$ cat src/rtl/ft_adder_pipe.sv
// Fault-tolerant two-stage adder: TMR ripple-carry replicas with majority vote,
// an independent checker adder, a two-rail error tree and a one-shot retry FSM.

module ft_rca #(
  parameter int WIDTH = 4
) (
  input  logic [WIDTH-1:0] x,
  input  logic [WIDTH-1:0] y,
  input  logic             cin,
  input  logic             inj,
  input  logic [WIDTH:0]   mask,
  output logic [WIDTH:0]   res
);
  logic [WIDTH:0]   c;
  logic [WIDTH-1:0] s;

  always_comb begin
    c    = '0;
    s    = '0;
    c[0] = cin;
    for (int i = 0; i < WIDTH; i++) begin
      s[i]   = x[i] ^ y[i] ^ c[i];
      c[i+1] = (x[i] & y[i]) | (c[i] & (x[i] ^ y[i]));
    end
  end

  assign res = {c[WIDTH], s} ^ (inj ? mask : '0);
endmodule

module ft_adder_pipe #(
  parameter int WIDTH = 4,
  parameter int CNT_W = 4
) (
  input  logic             clk,
  input  logic             rst,
  input  logic             in_valid,
  output logic             in_ready,
  input  logic [WIDTH-1:0] a,
  input  logic [WIDTH-1:0] b,
  input  logic             par,
  input  logic [2:0]       ctrl,
  input  logic [3:0]       inj_sel,
  input  logic [WIDTH:0]   inj_mask,
  output logic             out_valid,
  output logic [WIDTH-1:0] out_sum,
  output logic             out_cout,
  output logic [1:0]       out_err,
  output logic [CNT_W-1:0] corr_cnt,
  output logic             fatal
);
  localparam logic [0:0] RUN   = 1'b0;
  localparam logic [0:0] RETRY = 1'b1;
  localparam int NP = WIDTH + 3;  // sum/cout pairs + parity pair + ctrl pair

  typedef struct packed {
    logic [WIDTH-1:0] a;
    logic [WIDTH-1:0] b;
    logic             par;
    logic [2:0]       ctrl;
  } word_t;

  logic [0:0]           state;
  logic [1:0]           vld_pipe;  // [0] = S1 holds a word, [1] = output valid
  word_t                s1, skid, in_w;
  logic                 skid_vld, accept;
  logic [WIDTH-1:0]     op_x, op_y;
  logic                 op_cin, onehot, par_ok, code_err;
  logic [2:0][WIDTH:0]  rep;
  logic [WIDTH:0]       chk, vote;
  logic [2:0]           rep_bad;
  logic                 one_bad, mis, emit;
  logic [NP-1:0]        rx, ry;
  logic [1:0]           tr;

  assign in_ready = (state == RUN) & ~rst;
  assign accept   = in_valid & in_ready;
  assign in_w     = '{a: a, b: b, par: par, ctrl: ctrl};

  assign onehot   = (s1.ctrl == 3'b001) | (s1.ctrl == 3'b010) | (s1.ctrl == 3'b100);
  assign par_ok   = (s1.par == ^{s1.a, s1.b});
  assign code_err = ~par_ok | ~onehot;

  // Non-one-hot codes fall through to a+b.
  always_comb begin
    op_x   = s1.a;
    op_y   = s1.b;
    op_cin = 1'b0;
    if (s1.ctrl == 3'b010) begin
      op_y   = ~s1.b;
      op_cin = 1'b1;
    end else if (s1.ctrl == 3'b100) begin
      op_x   = ~s1.a;
      op_cin = 1'b1;
    end
  end

  ft_rca #(.WIDTH(WIDTH)) u_rep [2:0] (
    .x(op_x), .y(op_y), .cin(op_cin), .inj(inj_sel[2:0]), .mask(inj_mask), .res(rep)
  );

  ft_rca #(.WIDTH(WIDTH)) u_chk (
    .x(op_x), .y(op_y), .cin(op_cin), .inj(inj_sel[3]), .mask(inj_mask), .res(chk)
  );

  assign vote    = (rep[0] & rep[1]) | (rep[0] & rep[2]) | (rep[1] & rep[2]);
  assign rep_bad = {rep[2] != vote, rep[1] != vote, rep[0] != vote};
  assign one_bad = (rep_bad == 3'b001) | (rep_bad == 3'b010) | (rep_bad == 3'b100);
  assign mis     = vld_pipe[0] & (chk != vote);
  assign emit    = vld_pipe[0] & (~mis | (state == RETRY));

  // Every pair is complementary when clean; ctrl rail (onehot,0) collapses to 00 on a bad code.
  assign rx = {vote, s1.par, onehot};
  assign ry = {~chk, ~^{s1.a, s1.b}, 1'b0};

  always_comb begin
    tr = {rx[0], ry[0]};
    for (int i = 1; i < NP; i++)
      tr = {(tr[1] & rx[i]) | (tr[0] & ry[i]), (tr[1] & ry[i]) | (tr[0] & rx[i])};
  end

  always_ff @(posedge clk) begin
    if (rst) begin
      state    <= RUN;
      vld_pipe <= '0;
      skid_vld <= 1'b0;
      out_sum  <= '0;
      out_cout <= 1'b0;
      out_err  <= 2'b01;
      corr_cnt <= '0;
      fatal    <= 1'b0;
    end else begin
      vld_pipe[1] <= emit;
      if (emit) begin
        {out_cout, out_sum} <= vote;
        out_err             <= tr;
      end else begin
        out_err <= 2'b01;
      end
      if (emit & ~mis & one_bad & ~code_err & ~&corr_cnt)
        corr_cnt <= corr_cnt + 1'b1;
      if ((state == RETRY) & mis)
        fatal <= 1'b1;

      // A word accepted on the edge that enters RETRY parks in skid until S1 frees up.
      if (state == RUN) begin
        if (mis) begin
          state <= RETRY;
          if (accept) begin
            skid     <= in_w;
            skid_vld <= 1'b1;
          end
        end else begin
          vld_pipe[0] <= accept;
          if (accept) s1 <= in_w;
        end
      end else begin
        state       <= RUN;
        vld_pipe[0] <= skid_vld;
        skid_vld    <= 1'b0;
        if (skid_vld) s1 <= skid;
      end
    end
  end

  assign out_valid = vld_pipe[1];
endmodule

$ cat config.mk
export PLATFORM = sky130hd
export DESIGN_NAME = ft_adder_pipe
export DESIGN_NICKNAME = d
export VERILOG_FILES = /design/src/rtl/ft_adder_pipe.sv
export SDC_FILE = /design/constraint.sdc
export NUM_CORES = 1
export LEC_CHECK = 0
export CAP_MARGIN = 10
export CORE_ASPECT_RATIO = 1.25
export CORE_MARGIN = 2
export CORE_UTILIZATION = 50
export DETAILED_ROUTE_END_ITERATION = 12
export GPL_TIMING_DRIVEN = 0
export PLACE_DENSITY_LB_ADDON = 0.15
export RECOVER_POWER = 25
export SYNTH_ARGS = -nofsm -noshare
export SYNTH_HDL_FRONTEND = slang
export SYNTH_HIERARCHICAL = 1
export SYNTH_SLANG_ARGS = --single-unit
$ cat constraint.sdc
create_clock -name clk -period 5.5 [get_ports clk]
set_clock_uncertainty 0.2 [all_clocks]
set_input_delay 0.825 -clock clk [delete_from_list [all_inputs] [get_ports clk]]
set_output_delay 0.825 -clock clk [all_outputs]
set_load 0.1 [all_outputs]
==> Yosys cells after proc, flatten, opt, wreduce, memory -nomap -nowiden <==
Cells that the tools add are included.
{ "op_classes": {"n_addsub": 1, "eq_ne": 13, "muxes": 16, "n_bitwise": 86, "reduce_logical": 10} }
{ "ops": {"columns": ["op", "n"], "rows": [
  ["$mux 12", 4],
  ["$and 1x1->1", 39],
  ["$mux 5", 4],
  ["$ne 5x5->1", 4],
  ["$or 1x1->1", 20],
  ["$xor 5x5->5", 4],
  ["$and 5x5->5", 3],
  ["$mux 4", 3],
  ["$reduce_and 4->1", 3],
  ["$or 5x5->5", 2],
  ["$not 4->4", 2],
  ["$reduce_xnor 8->1", 1],
  ["$reduce_xor 8->1", 1],
  ["$xor 1x1->1", 8],
  ["$not 1->1", 7],
  ["$eq 3x1->1 const B", 2],
  ["$eq 3x2->1 const B", 2],
  ["$eq 3x3->1 const B", 2],
  ["$mux 1", 5],
  ["$not 5->5", 1],
  ["$add 4x1->4 const B", 1],
  ["$reduce_or 2->1", 2],
  ["$ne 2x1->1 const B", 1],
  ["$ne 2x2->1 const B", 1],
  ["4 further kinds", 4]
]} }
{ "totals": {"ff_bits": 40, "word_cells": 143} }

==> Depth between registers and ports, before layout <==
Gate-level depths: netlist of the first run.
{ "logic_depth": {"ltp_word": 26, "depth_mapped": 17, "ltp_nobuf": 17} }

==> Cells and area by module <==
The synthesis of the first run kept the hierarchy.
{ "by_module_without_submodules": {"columns": ["mod", "n_inst", "cells_per_inst", "area_per_inst_um2", "seq_area_each_um2"], "rows": [
  ["ft_adder_pipe", 1, 204, 2203.4, 1041.0],
  ["ft_rca", 4, 21, 168.9, 0.0]
]} }

==> Worst setup path before layout of the first run <==
OpenSTA, ideal clock, no wires.
{ "synth_path": {"path_type": "reg2reg", "start": "register s1[0] in the netlist's numbering", "end": "register s1 (netlist bit rx[1]), enable pin", "arrival_ns": 5.037, "required_time_ns": 4.914, "path_slack_ns": -0.123, "path_stages_with_launch": 17, "path_buffers": 0, "path_cell_list": "edfxtp_1 nor3b_1 xor2_1 fa_1 inv_1 fa_1 inv_1 fa_1 inv_1 fa_1 xor2_1 maj3_1 xnor2_1 nand2_1 o21a_1 or3b_2 a21oi_1"} }
{ "synth_rtl": {"columns": ["element", "line", "text"], "rows": [
  ["from (decl)", "64", "word_t s1, skid, in_w;"],
  ["from (signal assigned)", "154", "if (accept) s1 <= in_w;"],
  ["from (signal assigned)", "160", "if (skid_vld) s1 <= skid;"]
]} }

==> results of run 1 <==
-- sequential cells by signal, indices dropped and copies added (netlist names) --
signal	cells
skid_vld	1
out_err	2
skid	12
out_sum	4
s1	11
corr_cnt	4
out_cout	1
rx	1
vld_pipe	2
fatal	1
state	1
-- logic make-up after synthesis --
family / after synthesis / synth area share
flops: 40 / 0.362
fa+ha+maj: 22 / 0.133
simple gates: 88 / 0.164
xor+xnor: 45 / 0.137
mux: 18 / 0.0695
buf+inv: 34 / 0.0461
compound gates: 41 / 0.0891
-- cell usage after synthesis, types with 4 or more instances --
master / number
sky130_fd_sc_hd__mux2i_1: 5
sky130_fd_sc_hd__mux2_2: 12
sky130_fd_sc_hd__a21oi_1: 9
sky130_fd_sc_hd__inv_1: 31
sky130_fd_sc_hd__xnor2_1: 24
sky130_fd_sc_hd__dfxtp_1: 16
sky130_fd_sc_hd__nor3b_1: 5
sky130_fd_sc_hd__a22oi_1: 4
sky130_fd_sc_hd__xor2_1: 21
sky130_fd_sc_hd__o21ai_0: 9
sky130_fd_sc_hd__nand2_1: 29
sky130_fd_sc_hd__fa_1: 16
sky130_fd_sc_hd__edfxtp_1: 24
sky130_fd_sc_hd__nand3_1: 4
sky130_fd_sc_hd__nor2_1: 16
sky130_fd_sc_hd__a31oi_1: 4
sky130_fd_sc_hd__nand2b_1: 7
sky130_fd_sc_hd__maj3_1: 5
sky130_fd_sc_hd__nand3b_1: 5
-- power groups by stage --
| stage | Clock, mW | Combinational (mW) | Sequential (mW) |
|---|---|---|---|
| floorplan | 0 | 1.17 | 0.491 |
| global placement | 0 | 1.54 | 0.406 |
| detailed placement | 0 | 1.57 | 0.408 |
| CTS | 0.194 | 1.60 | 0.405 |
| global route | 0.202 | 1.80 | 0.409 |
| finish | 0.187 | 1.61 | 0.404 |
-- worst max-delay path, stage by stage (launching register included) --
cell and delay (ps):
sky130_fd_sc_hd__edfxtp_1 510, sky130_fd_sc_hd__nor3b_4 300, sky130_fd_sc_hd__xor2_2 190, sky130_fd_sc_hd__fa_1 430
sky130_fd_sc_hd__inv_1 80, sky130_fd_sc_hd__fa_1 170, sky130_fd_sc_hd__inv_1 50, sky130_fd_sc_hd__fa_1 370
sky130_fd_sc_hd__inv_1 80, sky130_fd_sc_hd__fa_1 450, sky130_fd_sc_hd__xor2_2 240, sky130_fd_sc_hd__maj3_1 450
sky130_fd_sc_hd__xnor2_1 170, sky130_fd_sc_hd__nand2_1 90, sky130_fd_sc_hd__o21a_1 240, sky130_fd_sc_hd__or3b_2 490
sky130_fd_sc_hd__a21oi_4 180, sky130_fd_sc_hd__buf_12 150
-- through the flow --
stage	cell area, um^2	cells
4_1_cts	3480	397
5_1_grt	3530	401
3_3_place_gp	3330	389
6_report	3530	401
2_1_floorplan	2880	288
3_5_place_dp	3330	389
-- layout make-up --
| class | instances | area [um^2] | area share |
|---|---|---|---|
| Tap cell | 64 | 80.1 | 0.0227 |
| Timing Repair Buffer | 41 | 413 | 0.117 |
| Buffer | 3 | 16.3 | 0.00460 |
| Clock buffer | 6 | 72.6 | 0.0205 |
| Multi-Input combinational cell | 214 | 1780 | 0.505 |
| Sequential cell | 40 | 1040 | 0.295 |
| Clock inverter | 2 | 11.3 | 0.00319 |
| Inverter | 31 | 116 | 0.0329 |
-- per-layer routing --
metal | up-vias | wire length (um) | part of all wire | track usage
li1 | 1074 | - | - | -
met1 | 973 | 2300 | 0.41 | 0.217
met2 | 34 | 3030 | 0.54 | 0.359
met3 | 4 | 175 | 0.031 | 0.0251
met4 | 0 | 53 | 0.0095 | 0.0617
met5 | - | 0 | 0 | 0
-- final timing paths --
path | depth (start not counted) | slack (ps) | to | from
setup / recovery | 17 | 340 | s1[9]$_DFFE_PP_ | s1[0]$_DFFE_PP_
hold / removal | 2 | 280 | fatal$_SDFFE_PP0P_ | fatal$_SDFFE_PP0P_
setup reg to reg | 17 | 340 | s1[9]$_DFFE_PP_ | s1[0]$_DFFE_PP_
hold reg to reg | 2 | 280 | fatal$_SDFFE_PP0P_ | fatal$_SDFFE_PP0P_
-- what timing repair did --
action / in CTS / in global routing
resized for setup: 10 / 1
hold buffers: 0 / 0
endpoints found under the setup margin: 35 / 13
setup buffers: 0 / 4
pin swaps: 1 / 3
==> report_table.html, run 1 <==
<table>
<tr><th>Metric</th><th>Value</th></tr>
<tr><th colspan="2">STA</th></tr>
<tr><td>Final slew viol count</td><td>0</td></tr>
<tr><td>Setup TNS</td><td>0 ps</td></tr>
<tr><td>Post-route minimum period</td><td>5160 ps</td></tr>
<tr><td>Slew @ Worst Pin</td><td>965 ps</td></tr>
<tr><td>Headroom to the max-slew limit</td><td>0.355</td></tr>
<tr><td>Final-report hold violation count</td><td>0</td></tr>
<tr><td>Worst Hold Margin</td><td>279 ps</td></tr>
<tr><td>RSZ-0062 raised after global routing</td><td>false</td></tr>
<tr><td>Post-route setup slack</td><td>343 ps</td></tr>
<tr><td>Highest clock rate</td><td>194 MHz</td></tr>
<tr><td>Final setup violation count</td><td>0</td></tr>
<tr><td>Final worst-path cycle share</td><td>0.938</td></tr>
<tr><th colspan="2">Die</th></tr>
<tr><td>Die Area</td><td>0.00638 mm^2</td></tr>
<tr><td>Core ar.</td><td>0.00548 mm^2</td></tr>
<tr><td>Row count</td><td>30</td></tr>
<tr><td>Initial core utilization</td><td>0.525</td></tr>
<tr><td>Chip height</td><td>88.8 um</td></tr>
<tr><td>Die X</td><td>71.9 um</td></tr>
<tr><td>Number of primary I/O pins</td><td>38</td></tr>
<tr><th colspan="2">Synth</th></tr>
<tr><td>Leading area contributor after synthesis</td><td>sky130_fd_sc_hd__edfxtp_1</td></tr>
<tr><td>Sequential cell area fraction in the yosys report</td><td>0.362</td></tr>
<tr><td>Count of unique library cells instantiated by Yosys</td><td>47</td></tr>
<tr><td>Yosys top cell area share</td><td>0.250</td></tr>
<tr><td>Most used flip-flop cell after synthesis</td><td>sky130_fd_sc_hd__edfxtp_1</td></tr>
<tr><td>Post-Syn Instances</td><td>288</td></tr>
<tr><td>Asr flop ratio synth</td><td>0</td></tr>
<tr><td>Synthesized netlist net count</td><td>329</td></tr>
<tr><td>Number of synthesized flops with an enable pin</td><td>24</td></tr>
<tr><td>Seq cells post-synth</td><td>40</td></tr>
<tr><td>Netlist area before placement</td><td>0.00288 mm^2</td></tr>
<tr><td>Ys Warns</td><td>6</td></tr>
<tr><td>Largest cells by area after synthesis</td><td>sky130_fd_sc_hd__edfxtp_1, sky130_fd_sc_hd__dfxtp_1, sky130_fd_sc_hd__fa_1, sky130_fd_sc_hd__xnor2_1, sky130_fd_sc_hd__xor2_1</td></tr>
<tr><td>Syn avg cell area</td><td>10.0 um^2</td></tr>
<tr><th colspan="2">Drt</th></tr>
<tr><td>Count of routing violations after the opening detailed-route iteration</td><td>67</td></tr>
<tr><td>Number of remaining DRC errors</td><td>0</td></tr>
<tr><td>Final antenna-violating net count</td><td>0</td></tr>
<tr><td>Via count of the routed design</td><td>2085</td></tr>
<tr><td>Via-to-Cell Ratio</td><td>5.20</td></tr>
<tr><td>First-pass detailed-route iteration total</td><td>4</td></tr>
<tr><td>Routed WL per cell</td><td>13.9 um</td></tr>
<tr><td>Total detailed-routing wirelength</td><td>5570 um</td></tr>
<tr><th colspan="2">Power and ir drop</th></tr>
<tr><td>Cell leakage power</td><td>1.35 nW</td></tr>
<tr><td>Part of the power in the clock network</td><td>0.085</td></tr>
<tr><td>Pwr Density</td><td>623 mW/mm^2</td></tr>
<tr><td>Power dissipated by switching net loads</td><td>1.07 mW</td></tr>
<tr><td>Design Power</td><td>2.20 mW</td></tr>
<tr><td>Sequential share of power</td><td>0.183</td></tr>
<tr><td>Internal power contribution</td><td>1.13 mW</td></tr>
<tr><td>Maximum vdd ir drop</td><td>233 uV</td></tr>
<tr><td>Comb power frac</td><td>0.732</td></tr>
<tr><td>Switching share of power</td><td>0.487</td></tr>
<tr><th colspan="2">Setup path</th></tr>
<tr><td>Data required, critical path</td><td>5300 ps</td></tr>
<tr><td>Maximum fanout along the worst path</td><td>13</td></tr>
<tr><td>Worst Setup Path Type</td><td>register to register</td></tr>
<tr><td>Crit path DAT</td><td>4950 ps</td></tr>
<tr><td>Kind of capture point of the worst setup path</td><td>register</td></tr>
<tr><td>Critical Path Start Type</td><td>register</td></tr>
<tr><th colspan="2">Global routing</th></tr>
<tr><td>Maximum number of pins on one net before global-route repair</td><td>14</td></tr>
<tr><td>Via count of the first global-routing pass</td><td>2008</td></tr>
<tr><td>Wire length of the first global-routing pass</td><td>9170 um</td></tr>
<tr><td>Initial antenna violation count</td><td>0</td></tr>
<tr><td>GR Overflow Total</td><td>0</td></tr>
<tr><td>Overall track demand over capacity in global routing</td><td>0.189</td></tr>
<tr><th colspan="2">Final layout</th></tr>
<tr><td>Count of fill cells added during filler insertion</td><td>467</td></tr>
<tr><td>Util after Layout</td><td>0.645</td></tr>
<tr><td>Layout area overhead</td><td>22.8%</td></tr>
<tr><td>Commonest cells after routing, fill and taps aside</td><td>sky130_fd_sc_hd__inv_1, sky130_fd_sc_hd__nand2_1, sky130_fd_sc_hd__clkdlybuf4s50_1</td></tr>
<tr><td>Count of inserted antenna diode cells</td><td>0</td></tr>
<tr><td>Count of nets after finishing</td><td>377</td></tr>
<tr><td>Most common cell after layout, fill and taps aside</td><td>sky130_fd_sc_hd__inv_1</td></tr>
<tr><td>Fraction of layout cells with a size suffix above 1</td><td>0.125</td></tr>
<tr><th colspan="2">CTS</th></tr>
<tr><td>Clock buffer count from CTS</td><td>5</td></tr>
<tr><td>Clock-pin transition on the worst setup and hold timing paths</td><td>80 ps</td></tr>
<tr><td>Deepest level of the CTS H-tree</td><td>2</td></tr>
<tr><td>Clock latency on the worst-skew pair</td><td>290 ps</td></tr>
<tr><td>Clock tree from TritonCTS</td><td>yes</td></tr>
<tr><td>Root buf cell</td><td>sky130_fd_sc_hd__clkbuf_8</td></tr>
<tr><td>Maximum buffer depth of the clock tree</td><td>2</td></tr>
<tr><td>Clock sink total</td><td>40</td></tr>
<tr><th colspan="2">Place</th></tr>
<tr><td>HPWL after detailed placement</td><td>4450 um</td></tr>
<tr><td>IO Port Bufs</td><td>37</td></tr>
<tr><td>Worst slack at placement</td><td>-698 ps</td></tr>
<tr><td>Gpl congestion</td><td>0.819</td></tr>
<tr><th colspan="2">Flow run</th></tr>
<tr><td>Max Cap Viol</td><td>0</td></tr>
<tr><th colspan="2">Min path</th></tr>
<tr><td>Worst min-delay path class</td><td>register to register</td></tr>
<tr><th colspan="2">Outcome</th></tr>
<tr><td>Outcome</td><td>finished clean</td></tr>
</table>
(Power assumes the default switching activity.)
==> run 2: changes to the inputs <==
- CTS_CLUSTER_DIAMETER: unset -> 50
- GPL_TIMING_DRIVEN: 0 -> 1
==> run 2 against run 1 <==
Total power rose by 3.5%. Sequential share of layout area rose by 0.20 points. Fmax rose by 0.19%. Critical path type unchanged. Critical endpoint is now s1[7]$_DFFE_PP_. Largest power group unchanged. Highest routed layer unchanged.
==> report_table.html, run 2 (synthesis gave the netlist of run 1 again) <==
<table>
<tr><th>Metric</th><th>Value</th></tr>
<tr><th colspan="2">Power and ir drop</th></tr>
<tr><td>Sequential share of power</td><td>0.181 (-0.002)</td></tr>
<tr><td>Internal power contribution</td><td>1.19 mW (+5.6%)</td></tr>
<tr><td>Design Power</td><td>2.28 mW (+3.5%)</td></tr>
<tr><td>Part of the power in the clock network</td><td>0.099 (+0.014)</td></tr>
<tr><td>Comb power frac</td><td>0.720 (-0.012)</td></tr>
<tr><td>Cell leakage power</td><td>1.37 nW (+1.0%)</td></tr>
<tr><td>Switching share of power</td><td>0.476 (-0.0105)</td></tr>
<tr><td>Pwr Density</td><td>649 mW/mm^2 (+4.2%)</td></tr>
<tr><td>Power dissipated by switching net loads</td><td>1.09 mW (+1.3%)</td></tr>
<tr><td>Maximum vdd ir drop</td><td>250 uV (+6.9%)</td></tr>
<tr><th colspan="2">Drt</th></tr>
<tr><td>Via count of the routed design</td><td>2169 (+4.0%)</td></tr>
<tr><td>Met3 wire length</td><td>185 um (+5.7%)</td></tr>
<tr><td>Final antenna-violating net count</td><td>0 (unchanged)</td></tr>
<tr><td>Count of routing violations after the opening detailed-route iteration</td><td>78 (+16%)</td></tr>
<tr><td>Met1 routed wirelength after detailed routing</td><td>2290 um (-0.43%)</td></tr>
<tr><td>Number of remaining DRC errors</td><td>0 (unchanged)</td></tr>
<tr><td>Via-to-Cell Ratio</td><td>5.36 (+3.0%)</td></tr>
<tr><td>First-pass detailed-route iteration total</td><td>4 (unchanged)</td></tr>
<tr><td>Routed WL per cell</td><td>14.1 um (+1.8%)</td></tr>
<tr><td>Met2 Wirelength</td><td>3050 um (+0.66%)</td></tr>
<tr><td>Highest metal layer with signal wires</td><td>met4</td></tr>
<tr><td>Total detailed-routing wirelength</td><td>5720 um (+2.8%)</td></tr>
<tr><th colspan="2">CTS</th></tr>
<tr><td>Clock buffer count from CTS</td><td>5 (unchanged)</td></tr>
<tr><td>Number of gates resized after CTS</td><td>0 (-10)</td></tr>
<tr><td>Deepest level of the CTS H-tree</td><td>2 (unchanged)</td></tr>
<tr><td>Clock tree from TritonCTS</td><td>yes</td></tr>
<tr><td>Post-CTS setup repair buffer count</td><td>0 (unchanged)</td></tr>
<tr><td>Clock sink total</td><td>40 (unchanged)</td></tr>
<tr><td>Post-cts hold buffer count</td><td>0 (unchanged)</td></tr>
<tr><td>Maximum buffer depth of the clock tree</td><td>2 (unchanged)</td></tr>
<tr><td>Clock latency on the worst-skew pair</td><td>290 ps (about the same)</td></tr>
<tr><td>Root buf cell</td><td>sky130_fd_sc_hd__clkbuf_8</td></tr>
<tr><td>Clock-pin transition on the worst setup and hold timing paths</td><td>80 ps (about the same)</td></tr>
<tr><th colspan="2">Setup path</th></tr>
<tr><td>Termination of the worst setup path</td><td>s1[7]$_DFFE_PP_</td></tr>
<tr><td>Launch point of the worst reg-to-reg path</td><td>s1[0]$_DFFE_PP_</td></tr>
<tr><td>Worst Setup Path Type</td><td>register to register</td></tr>
<tr><td>Register-to-Register Setup Slack</td><td>350 ps (about the same)</td></tr>
<tr><td>Data required, critical path</td><td>5290 ps (about the same)</td></tr>
<tr><td>Crit path DAT</td><td>4930 ps (-20 ps)</td></tr>
<tr><td>Kind of capture point of the worst setup path</td><td>register</td></tr>
<tr><td>R2r worst-path depth</td><td>18 (+1)</td></tr>
<tr><td>Critical Path Start Type</td><td>register</td></tr>
<tr><td>Start point of the critical path</td><td>s1[0]$_DFFE_PP_</td></tr>
<tr><td>Maximum fanout along the worst path</td><td>13 (unchanged)</td></tr>
<tr><td>Terminus of the critical flop-to-flop path</td><td>s1[7]$_DFFE_PP_</td></tr>
<tr><th colspan="2">STA</th></tr>
<tr><td>Post-route setup slack</td><td>353 ps (+9.56 ps)</td></tr>
<tr><td>Worst Hold Margin</td><td>294 ps (+14.9 ps)</td></tr>
<tr><td>Setup TNS</td><td>0 ps (unchanged)</td></tr>
<tr><td>Final-report hold violation count</td><td>0 (unchanged)</td></tr>
<tr><td>Post-route minimum period</td><td>5150 ps (-9.56 ps)</td></tr>
<tr><td>Final setup violation count</td><td>0 (unchanged)</td></tr>
<tr><td>Headroom to the max-slew limit</td><td>0.351 (-0.00393)</td></tr>
<tr><td>Final slew viol count</td><td>0 (unchanged)</td></tr>
<tr><td>Highest clock rate</td><td>194 MHz (+0.19%)</td></tr>
<tr><td>Slew @ Worst Pin</td><td>970 ps (+5.88 ps)</td></tr>
<tr><td>RSZ-0062 raised after global routing</td><td>false</td></tr>
<tr><td>Final worst-path cycle share</td><td>0.936 (-0.00174)</td></tr>
<tr><th colspan="2">Final layout</th></tr>
<tr><td>Layout area overhead</td><td>21.9%</td></tr>
<tr><td>Commonest cells after routing, fill and taps aside</td><td>sky130_fd_sc_hd__inv_1, sky130_fd_sc_hd__nand2_1, sky130_fd_sc_hd__clkdlybuf4s50_1</td></tr>
<tr><td>Util after Layout</td><td>0.641 (-0.00434)</td></tr>
<tr><td>Final standard cell area without fillers</td><td>0.00351 mm^2 (-0.67%)</td></tr>
<tr><td>Most common cell after layout, fill and taps aside</td><td>sky130_fd_sc_hd__inv_1</td></tr>
<tr><td>Fraction of layout cells with a size suffix above 1</td><td>0.120 (-0.00439)</td></tr>
<tr><td>Register containing the most flip-flops in the final layout</td><td>skid</td></tr>
<tr><td>Layout Cells excl Fill</td><td>405 (+1.0%)</td></tr>
<tr><td>Number of flip-flops in the largest register</td><td>12 (unchanged)</td></tr>
<tr><td>Count of nets after finishing</td><td>381 (+1.1%)</td></tr>
<tr><td>Largest registers</td><td>skid: 12 flops, s1: 11 flops</td></tr>
<tr><td>Count of inserted antenna diode cells</td><td>0 (unchanged)</td></tr>
<tr><th colspan="2">Place</th></tr>
<tr><td>HPWL after detailed placement</td><td>4720 um (+6.0%)</td></tr>
<tr><td>Worst slack at placement</td><td>376 ps (+1070 ps)</td></tr>
<tr><td>Post-detailed-placement cell area</td><td>0.00340 mm^2 (+2.0%)</td></tr>
<tr><td>Placed Cells</td><td>397 (+2.1%)</td></tr>
<tr><td>IO Port Bufs</td><td>37 (unchanged)</td></tr>
<tr><td>Gpl congestion</td><td>0.854 (+4.2%)</td></tr>
<tr><th colspan="2">Die</th></tr>
<tr><td>Number of primary I/O pins</td><td>38 (unchanged)</td></tr>
<tr><td>Chip height</td><td>88.8 um (unchanged)</td></tr>
<tr><td>Initial core utilization</td><td>0.525 (unchanged)</td></tr>
<tr><td>Core ar.</td><td>0.00548 mm^2 (unchanged)</td></tr>
<tr><td>Die Area</td><td>0.00638 mm^2 (unchanged)</td></tr>
<tr><td>Row count</td><td>30 (unchanged)</td></tr>
<tr><td>Die X</td><td>71.9 um (unchanged)</td></tr>
<tr><th colspan="2">Flow run</th></tr>
<tr><td>Max Cap Viol</td><td>0 (unchanged)</td></tr>
<tr><th colspan="2">Global routing</th></tr>
<tr><td>Via count of the first global-routing pass</td><td>2147 (+6.9%)</td></tr>
<tr><td>GR Overflow Total</td><td>0 (unchanged)</td></tr>
<tr><td>Initial antenna violation count</td><td>0 (unchanged)</td></tr>
<tr><td>Overall track demand over capacity in global routing</td><td>0.195 (+0.00593)</td></tr>
<tr><td>Maximum number of pins on one net before global-route repair</td><td>19 (+5)</td></tr>
<tr><td>Wire length of the first global-routing pass</td><td>9540 um (+4.1%)</td></tr>
<tr><th colspan="2">Min path</th></tr>
<tr><td>Worst min-delay path class</td><td>register to register</td></tr>
<tr><th colspan="2">Outcome</th></tr>
<tr><td>Outcome</td><td>finished clean</td></tr>
</table>
run 2: cell types whose count changed in the layout (fill, tap and decap cells not counted), sizes merged:
| cell | change |
|---|---|
| inv | -1 |
| buf | +7 |
| dlygate4sd1 | -1 |
| clkbuf | -1 |
run 2: area by class of cell:
| class | instances | area [um^2] |
|---|---|---|
| fillers | 469 | 1970 |
| inverters | 31 | 116 |
| repair buffers | 48 | 453 |
| flip-flops and latches | 40 | 1040 |
| clock inverters | 1 | 3.75 |
| well taps | 64 | 80.1 |
| clock buffers | 7 | 108 |
| multi-input cells | 214 | 1710 |
run 2: worst min path at each step:
stage	startpoint	end	slack [ps]	depth (start not counted)
floorplan	skid_vld$_SDFFE_PN0P_	skid_vld$_SDFFE_PN0P_	280	2
global route	corr_cnt[3]$_SDFFE_PP0P_	corr_cnt[3]$_SDFFE_PP0P_	350	2
global placement	out_cout$_SDFFE_PP0N_	out_cout$_SDFFE_PP0N_	280	2
finish	fatal$_SDFFE_PP0P_	fatal$_SDFFE_PP0P_	290	2
detailed placement	fatal$_SDFFE_PP0P_	fatal$_SDFFE_PP0P_	280	2
CTS	fatal$_SDFFE_PP0P_	fatal$_SDFFE_PP0P_	300	2
run 2: power by group through the flow:
stage	Clock (mW)	Combinational, mW	Sequential [mW]
2_1_floorplan	0	1.17	0.491
3_3_place_gp	0	1.61	0.419
4_1_cts	0.232	1.65	0.414
3_5_place_dp	0	1.64	0.421
5_1_grt	0.247	1.81	0.420
6_report	0.225	1.64	0.413
run 2: critical path: stages (launching register included):
cell	delay, ps
sky130_fd_sc_hd__edfxtp_1	440
sky130_fd_sc_hd__nor3b_1	330
sky130_fd_sc_hd__xor2_1	110
sky130_fd_sc_hd__buf_4	180
sky130_fd_sc_hd__fa_1	410
sky130_fd_sc_hd__inv_1	70
sky130_fd_sc_hd__fa_1	160
sky130_fd_sc_hd__inv_1	50
sky130_fd_sc_hd__fa_1	360
sky130_fd_sc_hd__inv_1	80
sky130_fd_sc_hd__fa_1	420
sky130_fd_sc_hd__xor2_1	380
sky130_fd_sc_hd__maj3_1	350
sky130_fd_sc_hd__xnor2_1	140
sky130_fd_sc_hd__nand2_1	90
sky130_fd_sc_hd__o21a_1	240
sky130_fd_sc_hd__or3b_2	460
sky130_fd_sc_hd__a21oi_2	150
sky130_fd_sc_hd__buf_4	210
run 2: per-layer routing:
metal | GRT usage | vias up
met5 | 0 | -
met4 | 0.0858 | 0
met3 | 0.0308 | 15
met2 | 0.362 | 51
met1 | 0.219 | 1010
li1 | - | 1093
